### config.mk
export PLATFORM = sky130hd
export DESIGN_NAME = latq_bank_wr_sched_flat
export DESIGN_NICKNAME = d
export VERILOG_FILES = /design/src/rtl/latq_bank_wr_sched_if.sv /design/src/rtl/latq_bank_wr_sched.sv /design/src/flat_wrapper.sv
export SDC_FILE = /design/constraint.sdc
export NUM_CORES = 1
export LEC_CHECK = 0
export BUFFER_PORTS_ARGS = -buffer_cell sky130_fd_sc_hd__clkbuf_2
export CAP_MARGIN = 40
export CORE_MARGIN = 5
export CORE_UTILIZATION = 30
export CTS_BUF_LIST = sky130_fd_sc_hd__clkbuf_2
export CTS_CLUSTER_SIZE = 12
export DETAILED_ROUTE_END_ITERATION = 8
export HOLD_SLACK_MARGIN = 0.05
export PLACE_DENSITY = 0.65
export SYNTH_ARGS = -nofsm -noshare
export SYNTH_HDL_FRONTEND = slang
export SYNTH_SLANG_ARGS = --single-unit
### constraint.sdc
create_clock -name CLK -period 1.3 [get_ports CLK]
set_input_delay 0.065 -clock CLK [delete_from_list [all_inputs] [get_ports CLK]]
set_output_delay 0.065 -clock CLK [all_outputs]
set_load 0.01 [all_outputs]
### src/rtl/latq_bank_wr_sched_if.sv
// Requester-side bus of the latch-bank write scheduler.
// LATQ_WR_PARITY_EN widens D by one even-parity bit.
interface latq_bank_wr_sched_if #(
   parameter int NREQ   = 4,
   parameter int NWORDS = 8,
   parameter int AW     = 4,
   parameter int DW     = 8
);
`ifdef LATQ_WR_PARITY_EN
   localparam int DPW = DW + 1;
`else
   localparam int DPW = DW;
`endif

   // REQ is a level "valid" held with ADDR/WDATA until sampled in IDLE; GNT is
   // the one-cycle "ready" pulse, after which the requester drops REQ or is re-served.
   logic [NREQ-1:0]    REQ;
   logic [NREQ*AW-1:0] ADDR;
   logic [NREQ*DW-1:0] WDATA;
   logic [NREQ-1:0]    GNT;
   logic [DPW-1:0]     D;
   logic [NWORDS-1:0]  E;
   logic               BUSY;
   logic               ERR;
   logic [1:0]         state_dbg;

   modport master (
      output REQ, ADDR, WDATA,
      input  GNT, D, E, BUSY, ERR, state_dbg
   );

   modport slave (
      input  REQ, ADDR, WDATA,
      output GNT, D, E, BUSY, ERR, state_dbg
   );
endinterface

### src/rtl/latq_bank_wr_sched.sv
// Round-robin write scheduler for a latch bank: setup / enable-pulse / hold per write.
// Optional LATQ_WR_PARITY_EN appends an even-parity bit to the D bus.
module latq_bank_wr_sched #(
   parameter int NREQ   = 4,
   parameter int NWORDS = 8,
   parameter int AW     = 4,
   parameter int DW     = 8
) (
   input  logic               CLK,
   input  logic               RST,
   latq_bank_wr_sched_if.slave bus
);
   localparam int PW = (NREQ > 1) ? $clog2(NREQ) : 1;
`ifdef LATQ_WR_PARITY_EN
   localparam int DPW = DW + 1;
`else
   localparam int DPW = DW;
`endif

   typedef enum logic [1:0] {
      IDLE  = 2'd0,
      SETUP = 2'd1,
      PULSE = 2'd2,
      HOLD  = 2'd3
   } state_t;

   state_t            state;
   logic [PW-1:0]     ptr;
   logic [AW-1:0]     addr_q;
   logic [NREQ-1:0]   gnt_q;
   logic [DPW-1:0]    d_q;
   logic [NWORDS-1:0] e_q;
   logic              busy_q;
   logic              err_q;

   logic              found;
   logic [PW-1:0]     win;
   logic [PW-1:0]     ptr_nxt;
   logic [AW-1:0]     addr_sel;
   logic [DW-1:0]     wdata_sel;
   logic [DPW-1:0]    d_nxt;
   logic              in_range;
   int                idx;

   // Search starts at the pointer and wraps, so the last winner gets lowest priority.
   always_comb begin
      found = 1'b0;
      win   = '0;
      idx   = 0;
      for (int k = 0; k < NREQ; k++) begin
         idx = int'(ptr) + k;
         if (idx >= NREQ) idx = idx - NREQ;
         if (!found && bus.REQ[idx]) begin
            found = 1'b1;
            win   = PW'(idx);
         end
      end
   end

   always_comb begin
      ptr_nxt   = (win == PW'(NREQ - 1)) ? '0 : win + 1'b1;
      addr_sel  = bus.ADDR[win*AW +: AW];
      wdata_sel = bus.WDATA[win*DW +: DW];
`ifdef LATQ_WR_PARITY_EN
      d_nxt     = {^wdata_sel, wdata_sel};
`else
      d_nxt     = wdata_sel;
`endif
   end

   // Full address width is compared so unused high codes are flagged, not aliased.
   assign in_range = ({1'b0, addr_q} < (AW+1)'(NWORDS));

   always_ff @(posedge CLK) begin
      if (RST) begin
         state  <= IDLE;
         ptr    <= '0;
         addr_q <= '0;
         gnt_q  <= '0;
         d_q    <= '0;
         e_q    <= '0;
         busy_q <= 1'b0;
         err_q  <= 1'b0;
      end else begin
         gnt_q <= '0;
         e_q   <= '0;
         err_q <= 1'b0;
         case (state)
            IDLE: begin
               if (found) begin
                  addr_q <= addr_sel;
                  d_q    <= d_nxt;
                  gnt_q  <= NREQ'(1) << win;
                  ptr    <= ptr_nxt;
                  busy_q <= 1'b1;
                  state  <= SETUP;
               end
            end
            SETUP: begin
               if (in_range) e_q <= NWORDS'(1) << addr_q;
               else          err_q <= 1'b1;
               state <= PULSE;
            end
            PULSE: state <= HOLD;
            HOLD: begin
               busy_q <= 1'b0;
               state  <= IDLE;
            end
            default: state <= IDLE;
         endcase
      end
   end

   assign bus.GNT       = gnt_q;
   assign bus.D         = d_q;
   assign bus.E         = e_q;
   assign bus.BUSY      = busy_q;
   assign bus.ERR       = err_q;
   assign bus.state_dbg = state;
endmodule

### src/flat_wrapper.sv
// flat-port wrapper written by rule: the top's interface ports become plain ports
module latq_bank_wr_sched_flat 
#(
   parameter int NREQ   = 4,
   parameter int NWORDS = 8,
   parameter int AW     = 4,
   parameter int DW     = 8
)
  (CLK, RST, bus_REQ, bus_ADDR, bus_WDATA, bus_GNT, bus_D, bus_E, bus_BUSY, bus_ERR, bus_state_dbg);
  latq_bank_wr_sched_if #(.NREQ(NREQ), .NWORDS(NWORDS), .AW(AW), .DW(DW)) bus_i ();
  input  logic CLK;
  input  logic RST;
  input wire logic [$bits(bus_i.REQ)-1:0] bus_REQ;
  input wire logic [$bits(bus_i.ADDR)-1:0] bus_ADDR;
  input wire logic [$bits(bus_i.WDATA)-1:0] bus_WDATA;
  output wire logic [$bits(bus_i.GNT)-1:0] bus_GNT;
  output wire logic [$bits(bus_i.D)-1:0] bus_D;
  output wire logic [$bits(bus_i.E)-1:0] bus_E;
  output wire logic [$bits(bus_i.BUSY)-1:0] bus_BUSY;
  output wire logic [$bits(bus_i.ERR)-1:0] bus_ERR;
  output wire logic [$bits(bus_i.state_dbg)-1:0] bus_state_dbg;
  assign bus_i.REQ = bus_REQ;
  assign bus_i.ADDR = bus_ADDR;
  assign bus_i.WDATA = bus_WDATA;
  assign bus_GNT = bus_i.GNT;
  assign bus_D = bus_i.D;
  assign bus_E = bus_i.E;
  assign bus_BUSY = bus_i.BUSY;
  assign bus_ERR = bus_i.ERR;
  assign bus_state_dbg = bus_i.state_dbg;
  latq_bank_wr_sched #(.NREQ(NREQ), .NWORDS(NWORDS), .AW(AW), .DW(DW)) u_core (.CLK(CLK), .RST(RST), .bus(bus_i));
endmodule
# [Yosys cells after proc, flatten, opt, wreduce, memory -nomap -nowiden]
# Cells that the tools add are included.
# W data, S select, Z words.
[totals] wordCells=81 ff_bits=30 out_inout_bits=24 in_bits=54
[classes] mux=30 n_bitwise=4 add_sub_neg=8 n_shift=4 eq_ne=5 magnitude_cmp=9 reduce_logical=13
[op_table] operator="$lt A32 B4 Y1 const B" n=4
[op_table] operator="$mux W32" n=4
[op_table] operator="$ge A32 B4 Y1 const B" n=3
[op_table] operator="$sub A32 B4 Y32 const B" n=3
[op_table] operator="$shiftx A32 B6 Y8" n=1
[op_table] operator="$shiftx A16 B5 Y4" n=1
[op_table] operator="$mux W1" n=14
[op_table] operator="$mux W2" n=6
[op_table] operator="$bmux W1 S2" n=4
[op_table] operator="$pmux W2 S4" n=1
[op_table] operator="$shl A1 B4 Y8 const A" n=1
[op_table] operator="$add A2 B2 Y3 const B" n=2
[op_table] operator="$eq A2 B2 Y1 const B" n=3
[op_table] operator="$reduce_or A3 Y1" n=2
[op_table] operator="$lt A4 B4 Y1 const B" n=1
[op_table] operator="$not A1 Y1" n=4
[op_table] operator="$reduce_and A2 Y1" n=2
[op_table] operator="$shl A1 B2 Y4 const A" n=1
[op_table] operator="$sub A2 B3 Y4 const B" n=1
[op_table] operator="$add A2 B1 Y3 const B" n=1
[op_table] operator="$ge A2 B3 Y1 const B" n=1
[op_table] operator="$logic_and A1 B1 Y1" n=3
[op_table] operator="$logic_not A1 Y1" n=3
[op_table] operator="$add A2 B1 Y2 const B" n=1
[op_table] operator="6 further kinds" n=6

# [Logic depth before layout (Yosys ltp)]
# Gate-level depths: netlist (run 1).
[logic_depth] depth_word=17 ltp_mapped=7 ltp_nobuf=6

# [Worst setup path before layout (run 1)]
# Ideal clock, no wire load.
[synth_path] path_type="register to register" start="register u_core.state[0] (netlist: u_core.bus.state_dbg[0])" end="register u_core.d_q[0] (netlist: u_core.bus.D[0])" period_less_slack_ns=1.427 path_buffers=1 setup_time_ns=0.133 required_time_ns=1.167 stages_incl_launch_ff=8 slack_ns=-0.127 arrival_ns=1.294 cell_sequence="dfxtp_1 inv_1 ha_1 o41ai_2 nor2_2 nand2_2 buf_6 o221ai_1"
[synth_between] elab_chain_len=2
[synth_lines] item="start: declaration" line_no="latq_bank_wr_sched.sv:27" source="state_t state;"
[synth_lines] item="start signal: assignment" line_no="latq_bank_wr_sched.sv:76" source="state <= IDLE;"
[synth_lines] item="start signal: assignment" line_no="latq_bank_wr_sched.sv:96" source="state <= SETUP;"
[synth_lines] item="start signal: assignment" line_no="latq_bank_wr_sched.sv:102" source="state <= PULSE;"
[synth_lines] item="$logic_not A2 Y1" line_no="latq_bank_wr_sched.sv:88" source="case (state)"
[synth_lines] item="$reduce_and A2 Y1 (no source line)"
[synth_lines] item="end signal: assignment" line_no="latq_bank_wr_sched.sv:92" source="d_q <= d_nxt;"
[synth_lines] item="end: declaration" line_no="latq_bank_wr_sched.sv:31" source="logic [DPW-1:0] d_q;"
# No other way between the ends.
# A chain may end at the register's enable or synchronous reset.

# [Worst setup path after layout (run 1)]
[layout_path] start="register u_core.ptr[0]" end="register u_core.d_q[6] (netlist: u_core.bus.D[6])"
[layout_between] elab_chain_len=16 elab_cells_between_ends=43 classes_between="add/sub (7); order compare (4); shift (1); mux (24); reduce/logical (7)"
[layout_lines] item="start: declaration" line_no="latq_bank_wr_sched.sv:28" source="logic [PW-1:0] ptr;"
[layout_lines] item="start signal: assignment" line_no="latq_bank_wr_sched.sv:94" source="ptr <= ptr_nxt;"
[layout_lines] item="parallel branches: the longest is 16 deep, another holds $sub A32 B4 Y32"
# Parallel ways; which one is timed is not known. The select of a mux whose other input is x is not followed.

==> reports/qor.yml, run 1 <==
outcome:
  status: "complete, but fails checks"
  violations: "setup timing"
clock_tree:
  worstSkewPairLatency_ns: 0.38
  clockBufferDepth: 2
  cts_root_buf: "clkbuf_2"
  ctsHtreeMaxLevel: 2
  path_clk_slew_ns: 0.17
  cts_num_sinks: 30
  cts_tree: "done"
  cts_inserted_buffers: 5
synth:
  synth_nets: 210
  yosysMostFrequentCell: "dfxtp_1"
  synth.avg_cell_area_sq_um: 9.56
  async_reset_ff_share_pct: 0
  synth_common_cells: "30 x dfxtp_1, 24 x mux2i_1, 23 x nor2_1"
  ys_ff_latch: 30
  synth-edff-count: 0
  ys.flop_type: "dfxtp_1"
  synth-seq-area-share_pct: 41.6
  synth_cells: 151
  yosys.area.top_type_share_pct: 41.6
  yosys-top-cells-area: "dfxtp_1 42%, mux2i_1 17%, o221ai_1 7.3%"
  synth_top_area_cell: "dfxtp_1"
  ys_warn_count: 0
  synthesis.area_sq_um: 1440
  synth_cell_types: 27
place:
  place_inst: 293
  portBuffers: 77
  dpl.hpwl_um: 3020
  place_ws_ns: -0.169
  gp_congestion: 0.745
timing:
  setup_viol_count_final: 16
  finalCritPeriodShare_pct: 115
  skew_ns: 0.0203
  rsz0062_at_grt: "true"
  slew_violations: 0
  fin_crit_ns: 1.50
  hold_viol: 0
  max_freq_mhz: 667
  tightest_slew_ns: 0.394
  worst_slack_ns: -0.199
  max-slew-margin-rel_pct: 73.6
floorplanning:
  start_util_pct: 30.8
  rows: 25
  coreArea_sq_um: 4690
  die_height_um: 79.4
  die_w_um: 79.4
  die_area_sq_um: 6300
  ios: 78
run:
  maxCapViolations: 0
setup_path:
  criticalPathCategory: "flip-flop to flip-flop"
  path_cells: "nand2b_4 > nand2b_1 > o22a_4 > buf_12 > mux2i_1 > o221ai_2"
  rr_startpoint: "u_core.ptr[0]$_SDFFE_PP0P_"
  crit_arrival_ns: 1.78
  cp_slowest_cell: "dfxtp_4"
  regToRegEndpoint: "u_core.bus.D[6]$_SDFFE_PP0P_"
  critPathMaxStageDelay_ns: 0.39
  reg2regPathDepth: 6
  rrSetupSlack_ns: -0.20
  start_kind: "flip-flop"
  path_max_fanout: 6
  end_kind: "flip-flop"
  crit_path_start: "u_core.ptr[0]$_SDFFE_PP0P_"
  critPathRequiredTime_ns: 1.58
finish:
  drive_above_1_share_pct: 47.7
  stdcell_count: 359
  nets: 362
  multi_input_area_sq_um: 951
  fillers: 367
  area_growth_pct: 95.7
  register_area_sq_um: 611
min_path:
  hp-class: "input port to flip-flop"
  hold_end: "u_core.bus.state_dbg[0]$_SDFFE_PP0P_"
  hold_start: "bus_REQ[3]"
  holdPathStages: 4
power:
  p_per_area_nw_per_um2: 1430
  vdd_ir_drop_max_mv: 0.666
  p_leak_nw: 1.30
grt:
  grt_usage_pct: 17.1
  antenna_found_initial: 1
  grt_max_degree: 15
  grt_pass1_vias: 1788
  grt_pass1_wl_um: 8200
  overflow: 0
route:
  ant_nets: 0
  dr.pass1.iters: 4
  viasPerCell: 4.86
  via_count: 1743
  post_drt_wl_per_cell_um: 16.0
  drc_errors: 0
  drt_iter0_markers: 125
  drt_wl_total_um: 5760
==> layout by cell type (no fill, tap or decap), types with 2 or more instances in the layout <==
cell,instances
o221ai_2,3
nor2_4,2
buf_4,17
mux2i_2,6
ha_1,4
buf_8,2
clkinv_1,3
a21oi_1,4
buf_12,3
nand2b_4,4
mux2i_1,16
dfxtp_2,2
clkbuf_2,82
nor2_1,21
o221ai_1,9
mux2i_4,2
inv_2,2
nand2b_1,5
dlygate4sd3_1,49
a211oi_2,2
dfxtp_1,26
nand2_1,15
dfxtp_4,2
inv_4,2
inv_1,2
==> per-stage QoR <==
| step | area (sq um) | TNS, ns | power (mW) | hold slack, ns | util (%) |
|---|---|---|---|---|---|
| 2_1_floorplan | 1500 | -0.456 | 2.36 | 0.128 | - |
| 3_3_place_gp | 2030 | -1.41 | 2.90 | 0.362 | 43.2 |
| 3_5_place_dp | 2030 | -1.91 | 2.92 | 0.364 | 43.2 |
| 4_1_cts | 2690 | -1.62 | 3.78 | 0.117 | 57.4 |
| 5_1_grt | 2830 | -3.05 | 4.28 | 0.147 | 60.2 |
| 6_report | 2830 | -1.86 | 4.03 | 0.179 | 60.2 |
==> flip-flops by register name, indices dropped and copies added (netlist names) <==
name and cells:
u_core.bus.E 8, u_core.bus.ERR 1, u_core.bus.D 8, u_core.ptr 2, u_core.addr_q 4, u_core.bus.BUSY 1
u_core.bus.GNT 4, u_core.bus.state_dbg 2
==> metal layers <==
metal | vias up | track usage, % | part of all wire (%) | wire length (um)
met5 | - | 0 | 0 | 0
met2 | 87 | 30.0 | 52 | 2990
met1 | 782 | 17.2 | 37 | 2130
met3 | 29 | 4.85 | 5.9 | 338
li1 | 845 | - | - | -
met4 | 0 | 12.5 | 5.3 | 307
==> worst max-delay path, delay by kind of cell, from the launching register on <==
family,cells,cell delay [ns]
AND/OR/NAND/NOR,2,0.23
AO/OA/AOI/OAI,2,0.34
buffers and inverters,1,0.15
multiplexers,1,0.28
flip-flops,1,0.39
==> what timing repair did <==
item / in CTS / in global routing
hold buffers: 49 / 0
resized for setup: 13 / 30
pin swaps: 5 / 11
endpoints found under the setup margin: 16 / 24
cloned: 3 / 1
buffers inserted: 3 / 3
endpoints found under the hold margin: 17 / 0
==> worst max path at each step <==
stage	slack [ns]	depth (start not counted)	endpoint
final	-0.20	6	u_core.bus.D[6]$_SDFFE_PP0P_
after global routing	-0.24	6	u_core.addr_q[0]$_SDFFE_PP0P_
after CTS	-0.15	7	u_core.bus.D[0]$_SDFFE_PP0P_
after detailed placement	-0.17	5	u_core.bus.D[4]$_SDFFE_PP0P_
after global placement	-0.13	5	u_core.addr_q[1]$_SDFFE_PP0P_
after floorplan	-0.04	7	u_core.bus.D[2]$_SDFFE_PP0P_
==> power breakdown <==
part           leakage [nW]  switching, mW  internal (mW)
registers             0.248          0.181           1.17
logic                  1.02           1.04           1.20
clock network        0.0255          0.325          0.115
total                  1.30           1.55           2.48
==> logic make-up after synthesis <==
| group | Yosys count | synth area share (%) |
|---|---|---|
| AOI/OAI and AO/OA | 27 | 14.8 |
| DFF | 30 | 41.6 |
| muxes | 24 | 16.6 |
| buffers and inverters | 12 | 6.24 |
| and+or+nand+nor | 53 | 16.4 |
| adders and majority gates | 5 | 4.33 |
==> cell type report <==
class                           count  share of cell area [%]
Timing Repair Buffer              150                    40.0
Multi-Input combinational cell    110                    33.7
Sequential cell                    30                    21.6
Tap cell                           54                    2.39
Inverter                            6                   0.974
Clock buffer                        5                   0.886
Clock inverter                      3                   0.399
Antenna cell                        1                  0.0886
Note: power is estimated with default switching activity, not from simulation.
==> run 2: changes to the inputs <==
- BUFFER_PORTS_ARGS: -buffer_cell sky130_fd_sc_hd__clkbuf_2 -> default
- DONT_BUFFER_PORTS: default -> 1
- GPL_TIMING_DRIVEN: default -> 0
- PLACE_DENSITY: 0.65 -> 0.5
- clock period: 1.3 -> 1.35 ns (I/O delays scaled with it)
==> reports/qor.yml, run 2 (synthesized netlist as in run 1, its figures left out) <==
power:
  vdd_ir_drop_max_mv: 0.714  # +7.2%
  power.share.clock_pct: 15.7  # +4.8 points
  p_leak_nw: 1.02  # -21%
  pwr-share-seq_pct: 34.3  # +0.9 points
  power.net_switching_mw: 1.53  # -0.82%
  p_per_area_nw_per_um2: 1560  # +9.2%
  switching_share_pct: 37.0  # -1.4 points
  p_comb_share_pct: 49.9  # -5.8 points
  intPower_mw: 2.61  # +5.2%
place:
  place_inst: 205  # -30%
  gp_congestion: 0.736  # -1.3%
  postPlaceCellArea_sq_um: 1560  # -23%
  dpl.hpwl_um: 2930  # -3.0%
  portBuffers: 0  # -100%
  place_ws_ns: -0.252  # -0.0833 ns
setup_path:
  path_max_fanout: 6  # unchanged
  crit_arrival_ns: 1.82  # +0.04 ns
  critPathRequiredTime_ns: 1.62  # +0.04 ns
  start_kind: "flip-flop"
  end_kind: "flip-flop"
  rrSetupSlack_ns: -0.19  # about the same
  criticalPathCategory: "flip-flop to flip-flop"
timing:
  hold_viol: 0  # unchanged
  worst_slack_ns: -0.191  # +0.00725 ns
  whs_ns: 0.0831  # -0.0964 ns
  setup_viol_count_final: 17  # +1
  fin_crit_ns: 1.54  # +0.0427 ns
  finalCritPeriodShare_pct: 114  # -1.1 points
  max_freq_mhz: 649  # -2.8%
  max-slew-margin-rel_pct: 77.4  # +3.8 points
  rsz0062_at_grt: "true"
  tightest_slew_ns: 0.335  # -0.0586 ns
  skew_ns: 0.0147  # -0.00557 ns
  slew_violations: 0  # unchanged
clock_tree:
  clockBufferDepth: 2  # unchanged
  cts_inserted_buffers: 5  # unchanged
  cts_num_sinks: 30  # unchanged
  ctsHtreeMaxLevel: 2  # unchanged
  path_clk_slew_ns: 0.17  # about the same
  cts_tree: "done"
  worstSkewPairLatency_ns: 0.38  # about the same
  cts_root_buf: "clkbuf_2"
outcome:
  violations: "setup timing"
  status: "complete, but fails checks"
finish:
  final_area_sq_um: 2660  # -5.8%
  final_core_util_pct: 56.7  # -3.5 points
  final_common_cell: "dlygate4sd3_1"
  stdcell_count: 287  # -20%
  mostFrequentLayoutCells: "54 x dlygate4sd3_1, 26 x dfxtp_1, 19 x nor2_1, 15 x nand2_1, 11 x buf_4"
  nets: 289  # -20%
  area_growth_pct: 84.4
  drive_above_1_share_pct: 37.2  # -10 points
floorplanning:
  ios: 78  # unchanged
  die_w_um: 79.4  # unchanged
  start_util_pct: 30.8  # unchanged
  rows: 25  # unchanged
  coreArea_sq_um: 4690  # unchanged
  die_height_um: 79.4  # unchanged
  die_area_sq_um: 6300  # unchanged
grt:
  grt_max_degree: 11  # -4
  grt_usage_pct: 17.3  # +0.24 points
  grt_pass1_wl_um: 8160  # -0.51%
  overflow: 0  # unchanged
  grt_pass1_vias: 1612  # -9.8%
  antenna_found_initial: 0  # -1
run:
  maxCapViolations: 0  # unchanged
route:
  drt_iter0_markers: 53  # -58%
  drt_wl_total_um: 5470  # -5.1%
  via_count: 1466  # -16%
  dr.pass1.iters: 4  # unchanged
  viasPerCell: 5.11  # +5.2%
  post_drt_wl_per_cell_um: 19.1  # +19%
  ant_nets: 0  # unchanged
  drc_errors: 0  # unchanged
min_path:
  hp-class: "input port to flip-flop"
## run 2: cell count changes in the layout (fill, tap and decap cells not counted), sizes merged
cell and delta:
bufinv +1, dlygate4sd3 +5, clkbuf -78, diode +1
nand2b -1, clkinv -1, buf +1
## run 2: power groups by stage
stage / clock network [mW] / logic, mW / registers, mW
detailed placement: 0 / 1.11 / 1.41
floorplan: 0 / 0.910 / 1.35
global route: 0.713 / 2.22 / 1.45
CTS: 0.659 / 1.73 / 1.41
finish: 0.651 / 2.07 / 1.42
global placement: 0 / 1.06 / 1.40
## run 2: timing repair
action / CTS / global route
hold endpoints to repair: 18 / 0
resized for setup: 36 / 36
hold buffers: 54 / 0
endpoints found under the setup margin: 17 / 22
gates cloned: 3 / 0
setup buffers: 12 / 4
pin swaps: 15 / 8
## run 2: final timing paths
path,startpoint,endpoint,cells past startpoint
setup / recovery,u_core.ptr[0]$_SDFFE_PP0P_,u_core.addr_q[2]$_SDFFE_PP0P_,7
hold / removal,bus_REQ[2],u_core.ptr[1]$_SDFFE_PP0P_,4
setup reg to reg,u_core.ptr[0]$_SDFFE_PP0P_,u_core.addr_q[2]$_SDFFE_PP0P_,7
hold reg to reg,u_core.addr_q[3]$_SDFFE_PP0P_,u_core.bus.ERR$_SDFF_PP0_,2
## run 2: cell type report
type                    instances  area (sq um)
diodes                          2          5.00
plain buffers                   6          88.8
clock buffers                   5          25.0
clock inverters                 3          40.0
fillers                       401          2030
inverters                       6          27.5
multi-input cells             109          1060
flip-flops and latches         30           613
well taps                      54          67.6
repair buffers                 72           734
## run 2: layer usage
metal | track usage (%) | share of wire, % | vias up
met2 | 32.2 | 57 | 51
met5 | 0 | 0 | -
li1 | - | - | 701
met3 | 3.95 | 4.2 | 15
met4 | 8.59 | 2.5 | 0
met1 | 18.2 | 36 | 699
## run 2: per-stage QoR
step	power, mW	TNS, ns
6_report	4.15	-2.20
5_1_grt	4.39	-4.12
2_1_floorplan	2.26	0
4_1_cts	3.80	-1.98
3_3_place_gp	2.47	-2.12
3_5_place_dp	2.52	-2.97
## run 2: critical path: stages (launching register included)
cell      delay, ns
dfxtp_4        0.41
inv_2          0.05
a21oi_2        0.14
o22a_1         0.15
buf_6          0.16
buf_6          0.14
mux2i_2        0.23
o221ai_1       0.15
==> run 3: changes to the inputs <==
- SLEW_MARGIN: default -> 20
- clock period: 1.35 -> 1.3 ns (I/O delays scaled with it)
==> reports/qor.yml, run 3 (synthesized netlist as in run 1, its figures left out) <==
power:
  pwr-share-seq_pct: 38.3  # +4.0 points
  power.net_switching_mw: 1.43  # -6.9%
  p_per_area_nw_per_um2: 1600  # +2.6%
  intPower_mw: 2.44  # -6.5%
  switching_share_pct: 36.9  # -0.083 points
  p_leak_nw: 0.968  # -5.5%
  vdd_ir_drop_max_mv: 0.803  # +12%
  p_comb_share_pct: 44.5  # -5.4 points
  power.share.clock_pct: 17.2  # +1.5 points
  power_mw: 3.87  # -6.6%
setup_path:
  critPathMaxStageDelay_ns: 0.40  # about the same
  path_max_fanout: 8  # +2
  end_kind: "flip-flop"
  start_kind: "flip-flop"
  path_delay_family: "flip-flops"
  path_cells: "nand2b_4 > nand2b_1 > o22a_1 > buf_6 > buf_12 > mux2i_1 > o221ai_1"
  criticalPathCategory: "flip-flop to flip-flop"
  crit_arrival_ns: 1.77  # -0.05 ns
  cp_num_buf_inv: 2  # -1
  rrSetupSlack_ns: -0.23  # -0.04 ns
  critPathRequiredTime_ns: 1.54  # -0.08 ns
  cp_slowest_cell: "dfxtp_4"
clock_tree:
  cts_inserted_buffers: 5  # unchanged
  cts_tree: "done"
  ctsHtreeMaxLevel: 2  # unchanged
  worstSkewPairLatency_ns: 0.37  # about the same
  path_clk_slew_ns: 0.17  # about the same
  cts_num_sinks: 30  # unchanged
  cts_root_buf: "clkbuf_2"
  clockBufferDepth: 2  # unchanged
floorplanning:
  ios: 78  # unchanged
  die_height_um: 79.4  # unchanged
  die_area_sq_um: 6300  # unchanged
  start_util_pct: 30.8  # unchanged
  rows: 25  # unchanged
  die_w_um: 79.4  # unchanged
  coreArea_sq_um: 4690  # unchanged
timing:
  rsz0062_at_grt: "true"
  finalCritPeriodShare_pct: 118  # +3.6 points
  slew_violations: 0  # unchanged
  max_freq_mhz: 653  # +0.63%
  hold_viol: 0  # unchanged
  max-slew-margin-rel_pct: 73.6  # -3.9 points
  worst_slack_ns: -0.232  # -0.0403 ns
  setup_viol_count_final: 16  # -1
  fin_crit_ns: 1.53  # -0.00970 ns
  tightest_slew_ns: 0.395  # +0.0597 ns
  whs_ns: 0.107  # +0.0238 ns
  skew_ns: 0.0252  # +0.0105 ns
route:
  drt_wl_total_um: 5000  # -8.7%
  drt_iter0_markers: 46  # -13%
  post_drt_wl_per_cell_um: 17.7  # -7.4%
  dr.pass1.iters: 4  # unchanged
  ant_nets: 0  # unchanged
  viasPerCell: 5.08  # -0.52%
  drc_errors: 0  # unchanged
  via_count: 1438  # -1.9%
grt:
  grt_usage_pct: 15.7  # -1.6 points
  antenna_found_initial: 0  # unchanged
  grt_max_degree: 11  # unchanged
  grt_pass1_wl_um: 7480  # -8.3%
  grt_pass1_vias: 1597  # -0.93%
  overflow: 0  # unchanged
place:
  dpl.hpwl_um: 2890  # -1.1%
  place_inst: 205  # unchanged
  postPlaceCellArea_sq_um: 1560  # +0.56%
  gp_congestion: 0.774  # +5.2%
  portBuffers: 0  # unchanged
min_path:
  hp-class: "input port to flip-flop"
outcome:
  violations: "setup timing"
  status: "complete, but fails checks"
finish:
  fillers: 424  # +5.7%
  mostFrequentLayoutCells: "54 x dlygate4sd3_1, 26 x dfxtp_1, 21 x mux2i_1, 19 x nor2_1, 15 x nand2_1"
  final_area_sq_um: 2420  # -9.0%
  final_common_cell: "dlygate4sd3_1"
  nets: 286  # -1.0%
  area_growth_pct: 67.8
  final_core_util_pct: 51.6  # -5.1 points
  stdcell_count: 283  # -1.4%
  drive_above_1_share_pct: 26.8  # -10 points
run:
  maxCapViolations: 0  # unchanged
[run 3: cell count changes in the layout (fill, tap and decap cells not counted), moves of 7 or more]
cell / change
mux2i_2: -7
o221ai_1: +8
o221ai_2: -8
mux2i_1: +14
mux2i_4: -7
[run 3: metrics by stage]
stage               worst slack (ns)  TNS (ns)
floorplan                    -0.0431    -0.456
global route                  -0.328     -4.05
finish                        -0.232     -2.33
global placement              -0.262     -2.70
CTS                           -0.201     -2.45
detailed placement            -0.284     -3.09
[run 3: metal layers]
layer  share of wire (%)  GRT usage (%)  up-vias
li1                    -              -      690
met2                  55           29.3       60
met5                   0              0        -
met3                 4.4           4.18       12
met1                  38           15.5      676
met4                 2.4           9.28        0
[run 3: worst reg2reg max path, delay by kind of cell (launching register included)]
family / cells / cell delay (ns)
DFF: 1 / 0.40
buffers and inverters: 2 / 0.30
and+or+nand+nor: 2 / 0.22
muxes: 1 / 0.24
AOI/OAI and AO/OA: 2 / 0.27
[run 3: worst paths after layout]
check / startpoint / endpoint / cells past startpoint
min reg2reg: u_core.addr_q[3]$_SDFFE_PP0P_ / u_core.bus.ERR$_SDFF_PP0_ / 2
min: bus_REQ[2] / u_core.ptr[1]$_SDFFE_PP0P_ / 4
max: u_core.ptr[0]$_SDFFE_PP0P_ / u_core.bus.D[4]$_SDFFE_PP0P_ / 7
max reg2reg: u_core.ptr[0]$_SDFFE_PP0P_ / u_core.bus.D[4]$_SDFFE_PP0P_ / 7
[run 3: what timing repair did]
item / 4_1_cts / 5_1_grt
setup endpoints to repair: 17 / 24
hold endpoints to repair: 24 / 0
pin swaps: 5 / 3
hold buffers: 54 / 0
buffers inserted: 9 / 5
resized for setup: 12 / 22
cloned: 1 / 0
[run 3: area by class of cell]
cell class | instances | area [sq um] | area share [%]
Multi-Input combinational cell | 109 | 898 | 37.1
Timing Repair Buffer | 69 | 661 | 27.3
Sequential cell | 30 | 613 | 25.3
Buffer | 6 | 85.1 | 3.51
Tap cell | 54 | 67.6 | 2.79
Clock inverter | 3 | 40.0 | 1.65
Inverter | 6 | 30.0 | 1.24
Clock buffer | 5 | 25.0 | 1.03
Antenna cell | 1 | 2.50 | 0.103
[run 3: power groups by stage]
stage          clock (mW)  combinational (mW)  sequential, mW
3_3_place_gp            0                1.12            1.47
3_5_place_dp            0                1.15            1.47
2_1_floorplan           0               0.955            1.41
4_1_cts             0.690                1.47            1.47
6_report            0.666                1.72            1.48
5_1_grt             0.734                1.88            1.51
